`src/rtl/hm10_uart_receiver.sv`:
```
// HM-10 receive UART: 8N1 deserialiser, FWFT byte FIFO and idle-gap end-of-message pulse.
// Define HM10_RX_PARITY_EN for 8E1 frames with a sticky parity_error flag.
module hm10_uart_receiver #(
  parameter int FIFO_AW = 4
) (
  input  logic               clock,
  input  logic               reset,
  input  logic [9:0]         uart_cpd,
  input  logic [9:0]         uart_spacing_limit,
  input  logic               bt_txd,
  input  logic               error_clear,
  input  logic               data_ack,
  output logic [7:0]         data_out,
  output logic               data_valid,
  output logic [FIFO_AW:0]   fifo_count,
  output logic               msg_end,
  output logic               framing_error,
  output logic               overrun,
  output logic               parity_error
);

  localparam int DEPTH = 1 << FIFO_AW;

  typedef enum logic [2:0] {
    S_IDLE,
    S_START,
    S_DATA,
`ifdef HM10_RX_PARITY_EN
    S_PARITY,
`endif
    S_STOP,
    S_BREAK
  } state_t;

  state_t      state, state_nxt;
  logic        sync1, sync2, line_q;
  logic [9:0]  cnt, cnt_nxt, cpd_l, cpd_nxt;
  logic [2:0]  bit_idx, idx_nxt;
  logic [7:0]  shreg, sh_nxt;
  logic        push, set_fe, start_det;
`ifdef HM10_RX_PARITY_EN
  logic        par_bad, pbad_nxt, set_pe;
`endif

  // Counters reload with N-1 so each bit lasts exactly cpd clocks and the
  // first sample lands cpd>>1 clocks after the synchronised falling edge.
  always_comb begin
    state_nxt = state;
    cnt_nxt   = (cnt != 10'd0) ? cnt - 10'd1 : cnt;
    cpd_nxt   = cpd_l;
    idx_nxt   = bit_idx;
    sh_nxt    = shreg;
    push      = 1'b0;
    set_fe    = 1'b0;
    start_det = 1'b0;
`ifdef HM10_RX_PARITY_EN
    pbad_nxt  = par_bad;
    set_pe    = 1'b0;
`endif
    case (state)
      S_IDLE: if (line_q && !sync2) begin
        start_det = 1'b1;
        cpd_nxt   = uart_cpd;
        cnt_nxt   = (uart_cpd >> 1) - 10'd1;
        state_nxt = S_START;
      end
      S_START: if (cnt == 10'd0) begin
        if (!sync2) begin
          state_nxt = S_DATA;
          cnt_nxt   = cpd_l - 10'd1;
          idx_nxt   = 3'd0;
        end else begin
          state_nxt = S_IDLE;
        end
      end
      S_DATA: if (cnt == 10'd0) begin
        sh_nxt  = {sync2, shreg[7:1]};
        cnt_nxt = cpd_l - 10'd1;
        idx_nxt = bit_idx + 3'd1;
`ifdef HM10_RX_PARITY_EN
        if (bit_idx == 3'd7) state_nxt = S_PARITY;
`else
        if (bit_idx == 3'd7) state_nxt = S_STOP;
`endif
      end
`ifdef HM10_RX_PARITY_EN
      S_PARITY: if (cnt == 10'd0) begin
        pbad_nxt  = ^{shreg, sync2};
        cnt_nxt   = cpd_l - 10'd1;
        state_nxt = S_STOP;
      end
`endif
      S_STOP: if (cnt == 10'd0) begin
        if (sync2) begin
          state_nxt = S_IDLE;
`ifdef HM10_RX_PARITY_EN
          if (par_bad) set_pe = 1'b1;
          else         push   = 1'b1;
`else
          push = 1'b1;
`endif
        end else begin
          set_fe    = 1'b1;
          state_nxt = S_BREAK;
        end
      end
      S_BREAK: if (sync2) state_nxt = S_IDLE;
      default: state_nxt = S_IDLE;
    endcase
  end

  always_ff @(posedge clock) begin
    if (reset) begin
      sync1   <= 1'b1;
      sync2   <= 1'b1;
      line_q  <= 1'b1;
      state   <= S_IDLE;
      cnt     <= '0;
      cpd_l   <= '0;
      bit_idx <= '0;
      shreg   <= '0;
    end else begin
      sync1   <= bt_txd;
      sync2   <= sync1;
      line_q  <= sync2;
      state   <= state_nxt;
      cnt     <= cnt_nxt;
      cpd_l   <= cpd_nxt;
      bit_idx <= idx_nxt;
      shreg   <= sh_nxt;
    end
  end

  // FIFO: pointers wrap naturally; occupancy kept in its own counter.
  logic [7:0]         mem [DEPTH];
  logic [FIFO_AW-1:0] wr_ptr, rd_ptr;
  logic               full, pop, wr_en, ovf;

  assign full       = (fifo_count == (FIFO_AW+1)'(DEPTH));
  assign data_valid = (fifo_count != '0);
  assign pop        = data_ack & data_valid;
  assign wr_en      = push & (~full | pop);
  assign ovf        = push & full & ~pop;
  assign data_out   = data_valid ? mem[rd_ptr] : 8'h00;

  always_ff @(posedge clock) begin
    if (wr_en) mem[wr_ptr] <= shreg;
  end

  always_ff @(posedge clock) begin
    if (reset) begin
      wr_ptr     <= '0;
      rd_ptr     <= '0;
      fifo_count <= '0;
    end else begin
      if (wr_en) wr_ptr <= wr_ptr + FIFO_AW'(1);
      if (pop)   rd_ptr <= rd_ptr + FIFO_AW'(1);
      if (wr_en && !pop)      fifo_count <= fifo_count + (FIFO_AW+1)'(1);
      else if (!wr_en && pop) fifo_count <= fifo_count - (FIFO_AW+1)'(1);
    end
  end

  // Sticky flags: a new error in the same cycle beats error_clear.
  always_ff @(posedge clock) begin
    if (reset) begin
      framing_error <= 1'b0;
      overrun       <= 1'b0;
    end else begin
      if (set_fe)           framing_error <= 1'b1;
      else if (error_clear) framing_error <= 1'b0;
      if (ovf)              overrun <= 1'b1;
      else if (error_clear) overrun <= 1'b0;
    end
  end

`ifdef HM10_RX_PARITY_EN
  always_ff @(posedge clock) begin
    if (reset) begin
      par_bad      <= 1'b0;
      parity_error <= 1'b0;
    end else begin
      par_bad <= pbad_nxt;
      if (set_pe)           parity_error <= 1'b1;
      else if (error_clear) parity_error <= 1'b0;
    end
  end
`else
  assign parity_error = 1'b0;
`endif

  // End-of-message: count idle bit periods after the last push.
  logic       armed;
  logic [9:0] div, bits;

  always_ff @(posedge clock) begin
    if (reset) begin
      armed   <= 1'b0;
      div     <= '0;
      bits    <= '0;
      msg_end <= 1'b0;
    end else begin
      msg_end <= 1'b0;
      if (push) begin
        armed <= 1'b1;
        div   <= '0;
        bits  <= '0;
      end else if (start_det || !armed || state != S_IDLE || uart_spacing_limit == 10'd0) begin
        div  <= '0;
        bits <= '0;
      end else if (div >= uart_cpd - 10'd1) begin
        div <= '0;
        if (bits + 10'd1 == uart_spacing_limit) begin
          msg_end <= 1'b1;
          armed   <= 1'b0;
          bits    <= '0;
        end else begin
          bits <= bits + 10'd1;
        end
      end else begin
        div <= div + 10'd1;
      end
    end
  end

endmodule

```
`config.mk`:
```
export PLATFORM = sky130hd
export DESIGN_NAME = hm10_uart_receiver
export DESIGN_NICKNAME = d
export VERILOG_FILES = /design/src/rtl/hm10_uart_receiver.sv
export SDC_FILE = /design/constraint.sdc
export NUM_CORES = 1
export LEC_CHECK = 0
export CAP_MARGIN = 20
export CORE_MARGIN = 1
export CORE_UTILIZATION = 65
export CTS_BUF_LIST = sky130_fd_sc_hd__clkbuf_16
export DETAILED_ROUTE_END_ITERATION = 6
export HOLD_SLACK_MARGIN = 0.12
export PLACE_DENSITY = 0.85
export SYNTH_ARGS = -nofsm -noshare
export SYNTH_HDL_FRONTEND = slang
export SYNTH_SLANG_ARGS = --single-unit
```
`constraint.sdc`:
```
create_clock -name clock -period 7.08 [get_ports clock]
set_input_delay 1.416 -clock clock [delete_from_list [all_inputs] [get_ports clock]]
set_output_delay 1.416 -clock clock [all_outputs]
set_load 0.02 [all_outputs]
```
# [Word-level counts from Yosys, hierarchy flattened]
# Memory sizes are Yosys's and may differ from the RTL's. A register that Yosys moved wholly into a read port is not among the register bits.
# Cells that the tools add are included.
[totals] reg_bits=74 mem_bits_rw=128 inputBits=25 out_inout_bits=18 word_cells=126 n_memories=1
[op_classes] addsub=11 order_cmp=1 eq_ne=15 mux=43 n_bitwise=8 reduce_logical=30
[memory_table] memory="mem" words=16 width=8 read_ports=1 rd_clocked_by_memory_dff=1 wr=1 line_no="135" text="logic [7:0] mem [DEPTH];"
[op_table] op="$mux 10" n=6
[op_table] op="$mux 3" n=10
[op_table] op="$pmux 10 s3" n=1
[op_table] op="$sub 10x1->10 const B" n=3
[op_table] op="$add 10x1->10 const B" n=2
[op_table] op="$logic_not 10->1" n=2
[op_table] op="$mux 1" n=18
[op_table] op="$ne 2x2->1 const B" n=8
[op_table] op="$pmux 3 s5" n=1
[op_table] op="$reduce_bool 2->1" n=6
[op_table] op="$eq 10x10->1" n=1
[op_table] op="$ge 10x10->1" n=1
[op_table] op="$mux 5" n=2
[op_table] op="$reduce_bool 10->1" n=1
[op_table] op="$sub 9x1->10 const B" n=1
[op_table] op="$add 4x1->4 const B" n=2
[op_table] op="$mux 4" n=2
[op_table] op="$mux 8" n=1
[op_table] op="$reduce_or 4->1" n=2
[op_table] op="$eq 3x2->1 const B" n=2
[op_table] op="$eq 3x3->1 const B" n=2
[op_table] op="$pmux 3 s2" n=1
[op_table] op="$reduce_and 6->1" n=1
[op_table] op="$add 5x1->5 const B" n=1
[op_table] op="other kinds (18)" n=31

# [Longest topological paths before layout]
# Gate-level depths: netlist (run 1).
[logic_depth] word_depth=9 ltp_mapped=14 mapped_depth_nobuf=13

# [Worst setup path after synthesis (run 1)]
# Ideal clock, no wire load.
[synth_timing] path_type="input port to flip-flop" start="in uart_cpd[1]" end="reg div[2]" setup_ns=0.066 arrival_ns=3.812 path_slack_ns=3.202 cell_stages=13 n_path_buf=1 cell_sequence="inv_1 > ha_1 > nor3b_1 > and2_1 > nand2_1 > xor2_1 > ha_1 > a21oi_1 > o21ai_0 > a21oi_1 > clkbuf_1 > nand2_1 > nor2_1"
[synth_between] elab_chain_cells=3
[synth_lines] element="start, declared" line_no="8" text="input logic [9:0] uart_cpd,"
[synth_lines] element="$sub 10x1->10" line_no="210" text="end else if (div >= uart_cpd - 10'd1) begin"
[synth_lines] element="$ge 10x10->1" line_no="210"
[synth_lines] element="$reduce_or 4->1 (no line)"
[synth_lines] element="end signal, assigned" line_no="220" text="div <= div + 10'd1;"
[synth_lines] element="end, declared" line_no="193" text="logic [9:0] div, bits;"
# No other way between the ends.
# A chain may end at the register's enable or synchronous reset.

# [Worst setup path in the final report (run 1)]
[layout_timing] start="in uart_cpd[2]" end="reg div[7]"
# Same word-level chain as after synthesis.

==> flow_summary.ini, run 1 <==
[power]
irDropWorstVdd_mv = 0.266
p_total_mw = 3.10
power.density_mw_per_mm2 = 291
cellLeakagePower_nw = 3.58

[floorplanning]
dieArea_mm2 = 0.0151
io_pins = 43
die_h_um = 123
start_util = 0.676
core-area_mm2 = 0.0140
die_w_um = 123
num_rows = 43

[finish]
final_area_mm2 = 0.0107
diodes = 0
syn_to_final_growth_pct = 12.1
seq_area_mm2 = 0.00541
layout-drive-gt1-share = 0.118
final_nets = 854
n_fill_cell = 870
multiInputGateArea_mm2 = 0.00384

[critical_path]
path_cells = clkdlybuf4s50_1, inv_1, ha_1, nor3b_1, and2_1, nand2_1, xor2_1, ha_1, a21oi_1, o21ai_0, a21oi_1, nand2_1, nor2_1
slowest_delay_ns = 0.74
end_kind = register
worstPathArrival_ns = 5.09
cp-start-kind = primary input
required_ns = 7.51
crit_type = primary input to register
worstPathMaxFanout = 14
slowest_stage = a21oi_1

[global_routing]
grt_pass1_vias = 6064
grt_pass1_wl_mm = 31.1
grt_max_degree = 58
grt.total_usage = 0.274
antenna_found_initial = 1
grt-ovfl-total = 0

[routing]
ant_nets = 0
drt-initial-drc-count = 513
post-route-drc-count = 0
avgViaCountPerCell = 6.17
routedWlPerCell_um = 20.0
dr.pass1.iters = 5
vias = 6131
drt_wl_total_mm = 19.8

[yosys]
synth_area_mm2 = 0.00950
synth-edff-count = 128
synth_compound_area_frac = 0.0663
synthFlopType = edfxtp_1
yosys.area_share.simple = 0.134
synth_cell_type_count = 62
syn_avg_cell_area_um2 = 12.4
synthArstFlopShare = 0
yosys_warnings = 0
synth_top_family_by_area = simple AND/OR/NAND/NOR gates
yosysTopAreaCell = edfxtp_1
synth-adder-area-share = 0.0414
synthXorXnorAreaFrac = 0.0507
synthMuxAreaShare = 0.110
syn-num-nets = 824
synthTopCellsByArea = edfxtp_1 (40%), dfxtp_1 (16%), mux4_2 (9.5%)
synth_top_area_frac = 0.405
ys_ff_latch = 206
ys_seq_area_frac = 0.569
syn_inst = 769

[placed_design]
place_congestion = 0.904
dp_slack_ns = 1.97
hpwl_mm = 13.0
placed_area_mm2 = 0.0100
portBuffers = 41

[clock_tree]
numCtsBuffers = 21
path_clk_slew_ns = 0.06
cts_tree = built
cts.sinks = 206
clkLatencyLatePin_ns = 0.50
cts_htree_levels = 1
cts-root-buf = clkbuf_16
cts_resized = 0
cts_hold_buf = 0
post-cts-setup-buffers = 0
cts_max_path_buffers = 3

[sta]
postLayoutSetupSlackWorst_ns = 2.42
hold_viol_final = 0
rsz0062_at_grt = no
maxSlewHeadroom = 0.311
worst_pin_slew_ns = 1.03
slew_violations = 0
clock.fmax_mhz = 214
fin_crit_ns = 4.66
fin_skew_ns = 0.0136
final-setup-viol-count = 0
fin_crit_sh = 0.658
tns_ns = 0
hold_slack_ns = 0.429

[worst_hold_path]
hold_class = register to register

[job]
max-cap-violations = 0

[status]
status = complete, no violations
## sequential cells by signal, summed over array words and instances (netlist names), 4 cells and up, named ones only
| signal | flops |
|---|---|
| wr_ptr | 4 |
| rd_ptr | 4 |
| bits | 10 |
| div | 10 |
| cnt | 10 |
| shreg | 8 |
| fifo_count | 5 |
| cpd_l | 10 |
| mem | 128 |
## cells in the mapped netlist, drive strengths merged, types with 8 or more instances
master    n
buf      15
nand2    63
nor2     91
nand3    17
inv      25
nand2b    9
nor3     23
ha       29
xnor2    24
nor4      9
edfxtp  128
mux2i    13
a21oi    47
dfxtp    78
o22ai     8
xor2     31
clkbuf   25
mux4     40
o21ai     8
nor2b    10
## power breakdown
| group | switching (mW) | internal, mW |
|---|---|---|
| registers | 0.0690 | 1.31 |
| clock network | 0.448 | 0.579 |
| logic | 0.364 | 0.334 |
## worst paths after layout
path	from	cells past startpoint	slack, ns	endpoint
max	uart_cpd[2]	13	2.42	div[7]
min	sync1	1	0.43	sync2
max reg2reg	fifo_count[0]	12	3.40	fifo_count[4]
min reg2reg	sync1	1	0.43	sync2
## placed cells by master (no fill, tap or decap), types with 4 or more instances in the layout
cell / n
a21oi_1: 47
xor2_1: 31
buf_4: 5
nand2_1: 63
nand2b_1: 8
dfxtp_1: 76
o21ai_0: 8
clkinv_1: 4
a221oi_1: 6
mux2i_1: 13
nand3_1: 17
nor2_1: 91
ha_1: 29
inv_1: 25
or3_1: 6
clkinv_2: 4
nand4_1: 7
mux4_2: 40
clkdlybuf4s50_1: 40
nor4_1: 8
nor3_1: 20
nor2b_1: 10
edfxtp_1: 128
and3_1: 4
o22ai_1: 8
xnor2_1: 24
clkbuf_16: 21
## per-stage QoR
step / cells / utilization
5_1_grt: 993 / 0.759
4_1_cts: 992 / 0.758
6_report: 993 / 0.759
2_1_floorplan: 769 / -
3_3_place_gp: 955 / 0.713
3_5_place_dp: 955 / 0.713
## worst max-delay path: cells and delay by family
kind	cells	cell delay, ns
AO/OA/AOI/OAI	3	0.97
XOR/XNOR	1	0.18
adder cells (fa/ha/maj)	2	0.50
buffers and inverters	2	0.64
AND/OR/NAND/NOR	5	1.37
## area by class of cell
class	count	share of cell area
Clock buffer	21	0.0493
Tap cell	180	0.0211
Inverter	25	0.00881
Clock inverter	16	0.0102
Sequential cell	206	0.508
Timing Repair Buffer	47	0.0426
Multi-Input combinational cell	498	0.360
## per-layer routing
layer	vias up	wire length [µm]	GRT usage
li1	2874	-	-
met1	2996	7790	0.322
met2	227	10500	0.515
met3	34	1060	0.0392
met4	0	430	0.0793
met5	-	0	0
## cells by family (layout without fill, tap and decap cells)
logic type | Yosys count | count (layout)
flip-flops | 206 | 206
adder cells (fa/ha/maj) | 31 | 31
XOR/XNOR | 55 | 55
other | 1 | 1
multiplexers | 54 | 54
buffers and inverters | 65 | 109
AO/OA/AOI/OAI | 94 | 94
AND/OR/NAND/NOR | 263 | 263
No activity file was read; power rests on OpenSTA's default activity.
==> inputs of run 2 (changes only) <==
--- a/config.mk
+++ b/config.mk
@@ -7,11 +7,11 @@
 export LEC_CHECK = 0
 export CAP_MARGIN = 20
 export CORE_MARGIN = 1
-export CORE_UTILIZATION = 65
+export CORE_UTILIZATION = 55
 export CTS_BUF_LIST = sky130_fd_sc_hd__clkbuf_16
 export DETAILED_ROUTE_END_ITERATION = 6
 export HOLD_SLACK_MARGIN = 0.12
-export PLACE_DENSITY = 0.85
+export PLACE_DENSITY = 0.76
 export SYNTH_ARGS = -nofsm -noshare
 export SYNTH_HDL_FRONTEND = slang
 export SYNTH_SLANG_ARGS = --single-unit
==> constraint.sdc (replaced) <==
create_clock -name clock -period 3.9 [get_ports clock]
set_input_delay 0.78 -clock clock [delete_from_list [all_inputs] [get_ports clock]]
set_output_delay 0.78 -clock clock [all_outputs]
set_load 0.02 [all_outputs]
==> run 2 against run 1 <==
Clock skew rose by 0.0024 ns; final area rose by 1.5%; die area rose by 18%; register-to-register slack got worse by 2.7 ns; first-iteration DRC count rose by 3.9%; wire length fell by 1.7%; critical path depth fell by 8; combinational power rose by 93%; total power rose by 83%; sequential share of layout area fell by 0.76 points; clock power rose by 80%; sequential power rose by 81%; critical endpoint is now data_out[2]; largest cell class unchanged; largest power group unchanged.
==> flow_summary.ini, run 2 (synthesis gave the netlist of run 1 again) <==
[status]
status = complete, no violations

[global_routing]
grt_max_degree = 34
grt.total_usage = 0.226
grt_pass1_wl_mm = 31.7
grt-ovfl-total = 0
grt_pass1_vias = 6179
antenna_found_initial = 0

[power]
p_int_mw = 4.07
p_total_mw = 5.68
cellLeakagePower_nw = 3.66
switching_power_mw = 1.61
irDropWorstVdd_mv = 0.397
p_comb_frac = 0.238
seqPwrFrac = 0.436
clockPowerShare = 0.325
power.density_mw_per_mm2 = 525
switching_share = 0.284

[clock_tree]
numCtsBuffers = 21
post-cts-setup-buffers = 0
cts-root-buf = clkbuf_16
cts_max_path_buffers = 3
path_clk_slew_ns = 0.06
cts.sinks = 206
cts_tree = built
clkLatencyLatePin_ns = 0.50
cts_htree_levels = 1

[placed_design]
dp.cells = 1005
dp_slack_ns = 0.0929
place_congestion = 0.891
placed_area_mm2 = 0.0102
hpwl_mm = 13.0
portBuffers = 41

[floorplanning]
num_rows = 47
die_w_um = 133
start_util = 0.569
core-area_mm2 = 0.0167
io_pins = 43
dieArea_mm2 = 0.0178
die_h_um = 133

[finish]
syn_to_final_growth_pct = 13.8
mostFrequentLayoutCell = edfxtp_1
diodes = 0
top_register = mem
largest_reg_flops = 128
layout-drive-gt1-share = 0.121
post-route-util = 0.647
final_nets = 864
final_cells = 1044
final_area_mm2 = 0.0108
final_cell_mix = edfxtp_1 (128), nor2_1 (91), dfxtp_1 (77)

[critical_path]
end_kind = output pin
worstPathMaxFanout = 13
r2r_slack_ns = 0.69
crit_type = register to output pin
required_ns = 3.12
worstPathArrival_ns = 3.03
cp-start-kind = register

[sta]
fin_crit_sh = 0.978
slew_violations = 0
maxSlewHeadroom = 0.339
worst_pin_slew_ns = 0.986
tns_ns = 0
fin_crit_ns = 3.81
hold_slack_ns = 0.469
fin_skew_ns = 0.0160
postLayoutSetupSlackWorst_ns = 0.0870
hold_viol_final = 0
final-setup-viol-count = 0
clock.fmax_mhz = 262

[job]
max-cap-violations = 0

[worst_hold_path]
hold_class = register to register

[routing]
vias = 6034
drt_wl_total_mm = 19.5
ant_nets = 0
avgViaCountPerCell = 5.78
dr.pass1.iters = 5
routedWlPerCell_um = 18.7
post-route-drc-count = 0
drt-initial-drc-count = 533
[run 2: routing by layer]
layer | share of wire | track usage
met1 | 0.42 | 0.288
met2 | 0.52 | 0.403
met3 | 0.041 | 0.0342
met4 | 0.017 | 0.0593
met5 | 0 | 0
[run 2: final timing paths]
path | cells past startpoint | startpoint | to
setup / recovery | 5 | register | data_out[2]
hold / removal | 1 | sync1 | sync2
setup reg to reg | 11 | fifo_count[0] | fifo_count[4]
hold reg to reg | 1 | sync1 | sync2
[run 2: power by group through the flow]
stage / clock [mW] / combinational (mW) / sequential, mW
floorplan: 0 / 0.943 / 2.50
global placement: 0 / 1.29 / 2.51
detailed placement: 0 / 1.32 / 2.52
CTS: 1.88 / 1.33 / 2.47
global route: 1.96 / 1.48 / 2.49
finish: 1.85 / 1.35 / 2.48
[run 2: final cells by class]
type	count	area, µm²
clock buffers	21	526
clock inverters	17	106
fillers	1257	5890
inverters	25	93.8
multi-input cells	498	3840
flip-flops and latches	206	5410
well taps	220	275
repair buffers	57	568
[run 2: what timing repair did]
item	4_1_cts	5_1_grt
setup endpoints to repair	0	4
hold buffers	0	0
hold endpoints to repair	0	0
resized for setup	0	0
[run 2: critical path: stages (launching register included)]
cell and delay [ns]:
dfxtp_2 0.54, clkbuf_16 0.27, mux4_2 0.55, mux4_2 0.48
nor2b_1 0.14, clkdlybuf4s50_1 0.54
